## config.mk

```make
export PLATFORM = sky130hd
export DESIGN_NAME = execute_stage_flat
export DESIGN_NICKNAME = d
export VERILOG_FILES = /design/src/rtl/ex_pkg.sv /design/src/rtl/ex_if.sv /design/src/rtl/ex_mul_seq.sv /design/src/rtl/execute_stage.sv /design/src/flat_wrapper.sv
export SDC_FILE = /design/constraint.sdc
export NUM_CORES = 1
export LEC_CHECK = 0
export ABC_AREA = 0
export BUFFER_PORTS_ARGS = -buffer_cell sky130_fd_sc_hd__buf_2
export CAP_MARGIN = 20
export CORE_MARGIN = 4
export CORE_UTILIZATION = 30
export DETAILED_ROUTE_END_ITERATION = 7
export GPL_TIMING_DRIVEN = 1
export HOLD_SLACK_MARGIN = 0.08
export REMOVE_ABC_BUFFERS = 1
export SYNTH_ARGS = -nofsm -noshare
export SYNTH_HDL_FRONTEND = slang
export SYNTH_HIERARCHICAL = 1
export SYNTH_SLANG_ARGS = --single-unit
```

## constraint.sdc

```tcl
create_clock -name clk -period 3.3 [get_ports clk]
set_clock_uncertainty 0.05 [all_clocks]
set_input_delay 0 -clock clk [delete_from_list [all_inputs] [get_ports clk]]
set_output_delay 0 -clock clk [all_outputs]
set_load 0.05 [all_outputs]
```

## src/rtl/ex_pkg.sv

```systemverilog
// rtl/ex_pkg.sv - shared opcodes, widths and FSM encoding for the EX stage
package ex_pkg;

    localparam int DW_DEF = 32;
    localparam int RW_DEF = 5;

    localparam logic [5:0] OP_NOP  = 6'd0;
    localparam logic [5:0] OP_ADD  = 6'd1;
    localparam logic [5:0] OP_SUB  = 6'd2;
    localparam logic [5:0] OP_AND  = 6'd3;
    localparam logic [5:0] OP_OR   = 6'd4;
    localparam logic [5:0] OP_XOR  = 6'd5;
    localparam logic [5:0] OP_SLT  = 6'd6;
    localparam logic [5:0] OP_ADDI = 6'd7;
    localparam logic [5:0] OP_LW   = 6'd8;
    localparam logic [5:0] OP_SW   = 6'd9;
    localparam logic [5:0] OP_BEQ  = 6'd10;
    localparam logic [5:0] OP_BNE  = 6'd11;
    localparam logic [5:0] OP_MUL  = 6'd12;

    typedef enum logic [0:0] {
        ST_IDLE = 1'b0,
        ST_MUL  = 1'b1
    } ex_state_t;

    // Two's-complement overflow: operands agree in sign, result does not.
    function automatic logic add_ovf(input logic sa, input logic sb, input logic sr);
        return (sa == sb) && (sr != sa);
    endfunction

endpackage

```

## src/rtl/ex_if.sv

```systemverilog
// rtl/ex_if.sv - decode-to-EX issue and EX-to-memory result bundle
interface ex_if #(
    parameter int DW = 32,
    parameter int RW = 5
);
    logic          in_valid;
    logic          in_ready;
    logic [5:0]    opcode;
    logic [DW-1:0] a;
    logic [DW-1:0] b;
    logic [DW-1:0] sign_e;
    logic [DW-1:0] npc;
    logic [RW-1:0] target;
    logic [RW-1:0] dest;

    logic          out_valid;
    logic          out_ready;
    logic [DW-1:0] alu_out;
    logic [DW-1:0] store_data;
    logic [RW-1:0] wb_reg;
    logic          wb_en;
    logic          mem_rd;
    logic          mem_wr;
    logic          br_taken;
    logic [DW-1:0] br_target;
    logic          ovf;
    logic          illegal;

    modport slave (
        input  in_valid, opcode, a, b, sign_e, npc, target, dest, out_ready,
        output in_ready, out_valid, alu_out, store_data, wb_reg, wb_en,
               mem_rd, mem_wr, br_taken, br_target, ovf, illegal
    );

    modport master (
        output in_valid, opcode, a, b, sign_e, npc, target, dest, out_ready,
        input  in_ready, out_valid, alu_out, store_data, wb_reg, wb_en,
               mem_rd, mem_wr, br_taken, br_target, ovf, illegal
    );
endinterface

```

## src/rtl/ex_mul_seq.sv

```systemverilog
// rtl/ex_mul_seq.sv - iterative shift-add multiplier, one multiplier bit per cycle
module ex_mul_seq #(
    parameter int DW         = 32,
    parameter int MUL_CYCLES = 32
) (
    input  logic          clk,
    input  logic          reset,
    input  logic          start,
    input  logic [DW-1:0] a,
    input  logic [DW-1:0] b,
    output logic          done,
    output logic [DW-1:0] product
);
    localparam int CW = (MUL_CYCLES > 1) ? $clog2(MUL_CYCLES) : 1;
    localparam logic [CW-1:0] LAST = CW'(MUL_CYCLES - 1);

    logic          running;
    logic [CW-1:0] cnt;
    logic [DW-1:0] acc;
    logic [DW-1:0] mcand;
    logic [DW-1:0] mplier;
    logic [DW-1:0] step_sum;

    assign step_sum = acc + (mplier[0] ? mcand : '0);
    // The final partial product is folded in combinationally so the result
    // is ready on the same edge as the last iteration.
    assign done     = running && (cnt == LAST);
    assign product  = step_sum;

    always_ff @(posedge clk) begin
        if (!reset) begin
            running <= 1'b0;
            cnt     <= '0;
            acc     <= '0;
            mcand   <= '0;
            mplier  <= '0;
        end else if (start) begin
            running <= 1'b1;
            cnt     <= '0;
            acc     <= '0;
            mcand   <= a;
            mplier  <= b;
        end else if (running) begin
            acc     <= step_sum;
            mcand   <= mcand << 1;
            mplier  <= mplier >> 1;
            cnt     <= cnt + 1'b1;
            if (done)
                running <= 1'b0;
        end
    end
endmodule

```

## src/rtl/execute_stage.sv

```systemverilog
// rtl/execute_stage.sv - MIPS EX stage: ALU, address calc, branch resolve, optional MUL (EX_MUL_EN)
module execute_stage
    import ex_pkg::*;
#(
    parameter int DW         = DW_DEF,
    parameter int RW         = RW_DEF,
    parameter int MUL_CYCLES = DW_DEF
) (
    input logic clk,
    input logic reset,
    ex_if.slave bus
);
    logic          accept;
    logic          out_free;
    logic          is_mul;

    logic [DW-1:0] sum_ab;
    logic [DW-1:0] diff_ab;
    logic [DW-1:0] sum_ai;
    logic [DW-1:0] br_tgt;

    logic [DW-1:0] r_alu;
    logic [RW-1:0] r_wbreg;
    logic          r_wben;
    logic          r_rd;
    logic          r_wr;
    logic          r_br;
    logic          r_ovf;
    logic          r_ill;

    logic [DW-1:0] q_alu;
    logic [DW-1:0] q_store;
    logic [RW-1:0] q_wbreg;
    logic [DW-1:0] q_brt;
    logic          q_valid;
    logic          q_wben;
    logic          q_rd;
    logic          q_wr;
    logic          q_br;
    logic          q_ovf;
    logic          q_ill;

    logic          mul_start;
    logic          mul_done;
    logic [DW-1:0] mul_product;

    assign out_free = !q_valid || bus.out_ready;
    assign accept   = bus.in_valid && bus.in_ready;

`ifdef EX_MUL_EN
    ex_state_t     state_q;
    ex_state_t     state_d;
    logic [RW-1:0] mul_dest_q;

    assign is_mul       = (bus.opcode == OP_MUL);
    assign bus.in_ready = reset && (state_q == ST_IDLE) && out_free;

    always_ff @(posedge clk) begin
        if (!reset) begin
            state_q    <= ST_IDLE;
            mul_dest_q <= '0;
        end else begin
            state_q <= state_d;
            if (mul_start)
                mul_dest_q <= bus.dest;
        end
    end

    always_comb begin
        state_d = state_q;
        case (state_q)
            ST_IDLE: if (accept && is_mul) state_d = ST_MUL;
            ST_MUL:  if (mul_done)         state_d = ST_IDLE;
            default:                       state_d = ST_IDLE;
        endcase
    end

    always_comb begin
        mul_start = 1'b0;
        if (state_q == ST_IDLE)
            mul_start = accept && is_mul;
    end

    ex_mul_seq #(
        .DW         (DW),
        .MUL_CYCLES (MUL_CYCLES)
    ) u_mul (
        .clk     (clk),
        .reset   (reset),
        .start   (mul_start),
        .a       (bus.a),
        .b       (bus.b),
        .done    (mul_done),
        .product (mul_product)
    );
`else
    assign is_mul       = 1'b0;
    assign mul_start    = 1'b0;
    assign mul_done     = 1'b0;
    assign mul_product  = '0;
    assign bus.in_ready = reset && out_free;
`endif

    assign sum_ab  = bus.a + bus.b;
    assign diff_ab = bus.a - bus.b;
    assign sum_ai  = bus.a + bus.sign_e;
    assign br_tgt  = bus.npc + (bus.sign_e << 2);

    always_comb begin
        r_alu   = '0;
        r_wbreg = '0;
        r_wben  = 1'b0;
        r_rd    = 1'b0;
        r_wr    = 1'b0;
        r_br    = 1'b0;
        r_ovf   = 1'b0;
        r_ill   = 1'b0;
        case (bus.opcode)
            OP_NOP: ;
            OP_ADD: begin
                r_alu   = sum_ab;
                r_wbreg = bus.dest;
                r_wben  = 1'b1;
                r_ovf   = add_ovf(bus.a[DW-1], bus.b[DW-1], sum_ab[DW-1]);
            end
            OP_SUB: begin
                r_alu   = diff_ab;
                r_wbreg = bus.dest;
                r_wben  = 1'b1;
                r_ovf   = add_ovf(bus.a[DW-1], !bus.b[DW-1], diff_ab[DW-1]);
            end
            OP_AND: begin r_alu = bus.a & bus.b; r_wbreg = bus.dest; r_wben = 1'b1; end
            OP_OR:  begin r_alu = bus.a | bus.b; r_wbreg = bus.dest; r_wben = 1'b1; end
            OP_XOR: begin r_alu = bus.a ^ bus.b; r_wbreg = bus.dest; r_wben = 1'b1; end
            OP_SLT: begin
                r_alu   = {{(DW-1){1'b0}}, ($signed(bus.a) < $signed(bus.b))};
                r_wbreg = bus.dest;
                r_wben  = 1'b1;
            end
            OP_ADDI: begin
                r_alu   = sum_ai;
                r_wbreg = bus.target;
                r_wben  = 1'b1;
                r_ovf   = add_ovf(bus.a[DW-1], bus.sign_e[DW-1], sum_ai[DW-1]);
            end
            OP_LW: begin
                r_alu   = sum_ai;
                r_wbreg = bus.target;
                r_wben  = 1'b1;
                r_rd    = 1'b1;
            end
            OP_SW: begin
                r_alu = sum_ai;
                r_wr  = 1'b1;
            end
            OP_BEQ: r_br = (bus.a == bus.b);
            OP_BNE: r_br = (bus.a != bus.b);
`ifdef EX_MUL_EN
            OP_MUL: ;
`endif
            default: r_ill = 1'b1;
        endcase
    end

    // Result register: loads on a single-cycle accept or multiply completion,
    // otherwise holds until the memory stage takes it.
    always_ff @(posedge clk) begin
        if (!reset) begin
            q_valid <= 1'b0;
            q_alu   <= '0;
            q_store <= '0;
            q_wbreg <= '0;
            q_brt   <= '0;
            q_wben  <= 1'b0;
            q_rd    <= 1'b0;
            q_wr    <= 1'b0;
            q_br    <= 1'b0;
            q_ovf   <= 1'b0;
            q_ill   <= 1'b0;
        end else if (accept && !is_mul) begin
            q_valid <= 1'b1;
            q_alu   <= r_alu;
            q_store <= bus.b;
            q_wbreg <= r_wbreg;
            q_brt   <= br_tgt;
            q_wben  <= r_wben;
            q_rd    <= r_rd;
            q_wr    <= r_wr;
            q_br    <= r_br;
            q_ovf   <= r_ovf;
            q_ill   <= r_ill;
        end else if (mul_done) begin
            q_valid <= 1'b1;
            q_alu   <= mul_product;
`ifdef EX_MUL_EN
            q_wbreg <= mul_dest_q;
`endif
            q_wben  <= 1'b1;
            q_rd    <= 1'b0;
            q_wr    <= 1'b0;
            q_br    <= 1'b0;
            q_ovf   <= 1'b0;
            q_ill   <= 1'b0;
        end else if (bus.out_ready) begin
            q_valid <= 1'b0;
        end
    end

    assign bus.out_valid  = q_valid;
    assign bus.alu_out    = q_alu;
    assign bus.store_data = q_store;
    assign bus.wb_reg     = q_wbreg;
    assign bus.wb_en      = q_wben;
    assign bus.mem_rd     = q_rd;
    assign bus.mem_wr     = q_wr;
    assign bus.br_taken   = q_br;
    assign bus.br_target  = q_brt;
    assign bus.ovf        = q_ovf;
    assign bus.illegal    = q_ill;
endmodule

```

## src/flat_wrapper.sv

```systemverilog
// flat-port wrapper written by rule: the top's interface ports become plain ports
module execute_stage_flat import ex_pkg::*;
#(
    parameter int DW         = DW_DEF,
    parameter int RW         = RW_DEF,
    parameter int MUL_CYCLES = DW_DEF
)
  (clk, reset, bus_in_valid, bus_opcode, bus_a, bus_b, bus_sign_e, bus_npc, bus_target, bus_dest, bus_out_ready, bus_in_ready, bus_out_valid, bus_alu_out, bus_store_data, bus_wb_reg, bus_wb_en, bus_mem_rd, bus_mem_wr, bus_br_taken, bus_br_target, bus_ovf, bus_illegal);
  ex_if #(.DW(DW), .RW(RW)) bus_i ();
  input logic clk;
  input logic reset;
  input wire logic [$bits(bus_i.in_valid)-1:0] bus_in_valid;
  input wire logic [$bits(bus_i.opcode)-1:0] bus_opcode;
  input wire logic [$bits(bus_i.a)-1:0] bus_a;
  input wire logic [$bits(bus_i.b)-1:0] bus_b;
  input wire logic [$bits(bus_i.sign_e)-1:0] bus_sign_e;
  input wire logic [$bits(bus_i.npc)-1:0] bus_npc;
  input wire logic [$bits(bus_i.target)-1:0] bus_target;
  input wire logic [$bits(bus_i.dest)-1:0] bus_dest;
  input wire logic [$bits(bus_i.out_ready)-1:0] bus_out_ready;
  output wire logic [$bits(bus_i.in_ready)-1:0] bus_in_ready;
  output wire logic [$bits(bus_i.out_valid)-1:0] bus_out_valid;
  output wire logic [$bits(bus_i.alu_out)-1:0] bus_alu_out;
  output wire logic [$bits(bus_i.store_data)-1:0] bus_store_data;
  output wire logic [$bits(bus_i.wb_reg)-1:0] bus_wb_reg;
  output wire logic [$bits(bus_i.wb_en)-1:0] bus_wb_en;
  output wire logic [$bits(bus_i.mem_rd)-1:0] bus_mem_rd;
  output wire logic [$bits(bus_i.mem_wr)-1:0] bus_mem_wr;
  output wire logic [$bits(bus_i.br_taken)-1:0] bus_br_taken;
  output wire logic [$bits(bus_i.br_target)-1:0] bus_br_target;
  output wire logic [$bits(bus_i.ovf)-1:0] bus_ovf;
  output wire logic [$bits(bus_i.illegal)-1:0] bus_illegal;
  assign bus_i.in_valid = bus_in_valid;
  assign bus_i.opcode = bus_opcode;
  assign bus_i.a = bus_a;
  assign bus_i.b = bus_b;
  assign bus_i.sign_e = bus_sign_e;
  assign bus_i.npc = bus_npc;
  assign bus_i.target = bus_target;
  assign bus_i.dest = bus_dest;
  assign bus_i.out_ready = bus_out_ready;
  assign bus_in_ready = bus_i.in_ready;
  assign bus_out_valid = bus_i.out_valid;
  assign bus_alu_out = bus_i.alu_out;
  assign bus_store_data = bus_i.store_data;
  assign bus_wb_reg = bus_i.wb_reg;
  assign bus_wb_en = bus_i.wb_en;
  assign bus_mem_rd = bus_i.mem_rd;
  assign bus_mem_wr = bus_i.mem_wr;
  assign bus_br_taken = bus_i.br_taken;
  assign bus_br_target = bus_i.br_target;
  assign bus_ovf = bus_i.ovf;
  assign bus_illegal = bus_i.illegal;
  execute_stage #(.DW(DW), .RW(RW), .MUL_CYCLES(MUL_CYCLES)) u_core (.clk(clk), .reset(reset), .bus(bus_i));
endmodule
```

==> results.ini <==
[floorplan]
coreArea_um2=39700
io_pins=257
die_w_um=209
die_h_um=209
row_count=73
dieArea_um2=43500
start_util_pct=30.4

[setup_path]
r2r_end=u_core/bus.wb_reg[2]$_SDFFE_PN0P_
r2r-start=u_core/bus.out_valid$_SDFFE_PN0P_
crit_chain=dlygate4sd3_1 > buf_2 > inv_1 > ha_1 > buf_4 > a221o_1 > o311a_4 > o211a_1 > o311a_1 > o2111a_1 > nor4_1 > a21oi_1 > a211o_1
cp.arrival_ps=3400
crit_required_ps=3550
path_delay_family=compound AO/OA/AOI/OAI gates
endpoint=u_core/bus.alu_out[28]$_SDFFE_PN0P_
setup.worst_path.end_class=flop
crit_slowest_cell=dlygate4sd3_1
cp-start-kind=input pin
cp_slowest_stage_delay_ps=530
crit_fanout=6
cp-startpoint=bus_b[5]
regToRegSetupSlack_ps=1040
cp.buffers_inverters=4
critPathKind=input pin to flop
crit_cells=13
worstRegToRegCells=7

[logic_synthesis]
synth_top_cell_by_area=ha_1
synth_async_sr_flop_share_pct=0
postSynthCellCount=1646
synthTopCellsByArea=ha_1 (18%), dfxtp_1 (18%), o21ai_0 (6.4%), a21oi_1 (5.8%), nor2_1 (3.9%)
synth_top_area_share_pct=17.9
synth_seq_cells=108
synth.cell_area_um2=12100
synth-seq-area-share_pct=17.9
synth_edf_count=0
ys.flop_type=dfxtp_1
yosysWarningCount=6
syn_area_per_cell_um2=7.33
synth_cell_types=72

[timing]
fin_hold_ws_ps=107
fmax_ghz=0.317
setup_violations=0
finalSetupTns_ps=0
worstMarginPinSlew_ps=633
slew_viol_final=0
final.min_clock_period_ps=3150
rsz0062_at_grt=no
hold_violations=0
min_period_over_period_pct=95.5
slew_headroom_pct=57.8

[layout]
layout-drive-gt1-share_pct=19.5
nNetsFinal=2339
syn2layout_area_growth_pct=31.2

[clocking]
h-tree-depth=3
cts_root_buf=clkbuf_16
clk_pin_slew_ps=90
numCtsBuffers=9
cts_tree=yes
post_cts_buffers=0
clkSinkCount=108
clkLatencyLatePin_ps=400
clockBufferDepth=2

[route]
routed_wl_um=52300
wl_per_cell_um=20.5
drtAntennaViolNets=0
vias=14000
drtIter0Drc=1095
drc=0
avgViaCountPerCell=5.47
drt_first_pass_iters=5

[grt]
grt_max_degree=98
grtUsageTotal_pct=23.1
grt_pass1_vias=13500
antenna_found_initial=6
grt-ovfl-total=0
grt_pass1_wl_um=79000

[placed_design]
io_buffers=256
dpl.hpwl_um=40800
gp_congestion=0.960

[power]
power_density_nw_per_um2=323
p_leak_nw=7.40
worst_ir_drop_vdd_uv=261

[outcome]
status=finished, final reports clean

[worst_hold_path]
min_path_type=input pin to flop

[run]
drv_cap=0

==> through the flow <==
stage          setup slack (ps)  power (mW)  util, %  cell area [um^2]  std cells
2_1_floorplan             -1320        2.90        -             11700       1556
3_3_place_gp              -6.81        3.67     36.1             14400       2422
3_5_place_dp               26.9        3.69     36.1             14400       2422
4_1_cts                    42.8        5.12     39.6             15700       2544
5_1_grt                    8.34        5.40     39.8             15800       2548
6_report                    150        5.12     39.8             15800       2549
==> cell usage in the layout, fill, tap and decap left out, types with 8 or more instances in the layout <==
cell and n:
a221o_1 8, nand2_1 124, a221oi_1 23, and3_1 14, nand2b_1 24, a21o_1 44
o31ai_1 21, dlygate4sd3_1 106, inv_1 112, a22oi_1 12, and2_1 9, o21ai_0 151
o221ai_1 12, a21oi_1 138, nor2_1 126, buf_2 255, a31oi_1 16, dfxtp_1 108
nor2b_1 20, a21boi_0 9, nor4_1 11, or3_1 8, a211oi_1 24, clkbuf_16 9
nand3_1 84, xnor2_1 40, o21bai_1 16, o21a_1 10, xor2_1 20, mux2i_1 15
ha_1 169, o211ai_1 17, nor3_1 36, nand4_1 10, buf_4 84
==> cells in the mapped netlist, types with 39 or more instances <==
library cell / instances
dfxtp_1: 108
o21ai_0: 154
ha_1: 173
nor3_1: 39
nand3_1: 84
a21oi_1: 139
xnor2_1: 40
inv_1: 112
a21o_1: 44
nor2_1: 126
clkbuf_1: 79
nand2_1: 125
==> layout make-up <==
cell class	count	area [um^2]
Clock inverter	7	91.3
Fill cell	4261	23900
Inverter	112	420
Multi-Input combinational cell	1336	9250
Sequential cell	108	2160
Clock buffer	9	225
Tap cell	525	657
Timing Repair Buffer	447	3010
Antenna cell	5	12.5
==> worst min path at each step <==
stage / from / endpoint / slack (ps) / cells past startpoint
after global placement: bus_npc[1] / u_core/bus.br_target[1]$_SDFFE_PN0P_ / 150 / 3
after detailed placement: bus_npc[1] / u_core/bus.br_target[1]$_SDFFE_PN0P_ / 150 / 3
after floorplan: bus_npc[0] / u_core/bus.br_target[0]$_SDFFE_PN0P_ / 60 / 2
after CTS: bus_npc[29] / u_core/bus.br_target[30]$_SDFFE_PN0P_ / 80 / 5
final: bus_npc[27] / u_core/bus.br_target[27]$_SDFFE_PN0P_ / 110 / 4
after global routing: bus_sign_e[11] / u_core/bus.br_target[13]$_SDFFE_PN0P_ / 130 / 4
==> routing by layer <==
layer  GRT usage (%)  up-vias  part of all wire [%]
li1                -     6757                     -
met1            31.3     6591                    46
met2            36.8      514                    45
met3            4.03       85                   6.5
met4            8.37        4                   3.0
met5               0        -                 0.046
==> repair_timing <==
item | CTS | global route
hold buffers | 106 | 0
setup endpoints to repair | 0 | 13
resized for setup | 0 | 23
endpoints found under the hold margin | 73 | 0
==> where the power goes <==
part           total, mW  internal (mW)  switching [mW]
Clock               1.29          0.664           0.627
Sequential          1.44           1.39          0.0481
Combinational       2.38          0.874            1.51
Total               5.12           2.93            2.18
==> cells by family after synthesis <==
logic type,synth area share (%)
buf+inv,6.36
fa+ha+maj,18.6
xor+xnor,4.35
compound gates,31.6
simple gates,19.7
mux,1.43
flops,17.9
==> tightest hold or removal path: stages <==
cell	delay, ps
buf_2	90
ha_1	230
nand4b_1	120
nand3_1	90
Note: power is estimated with default switching activity, not from simulation.
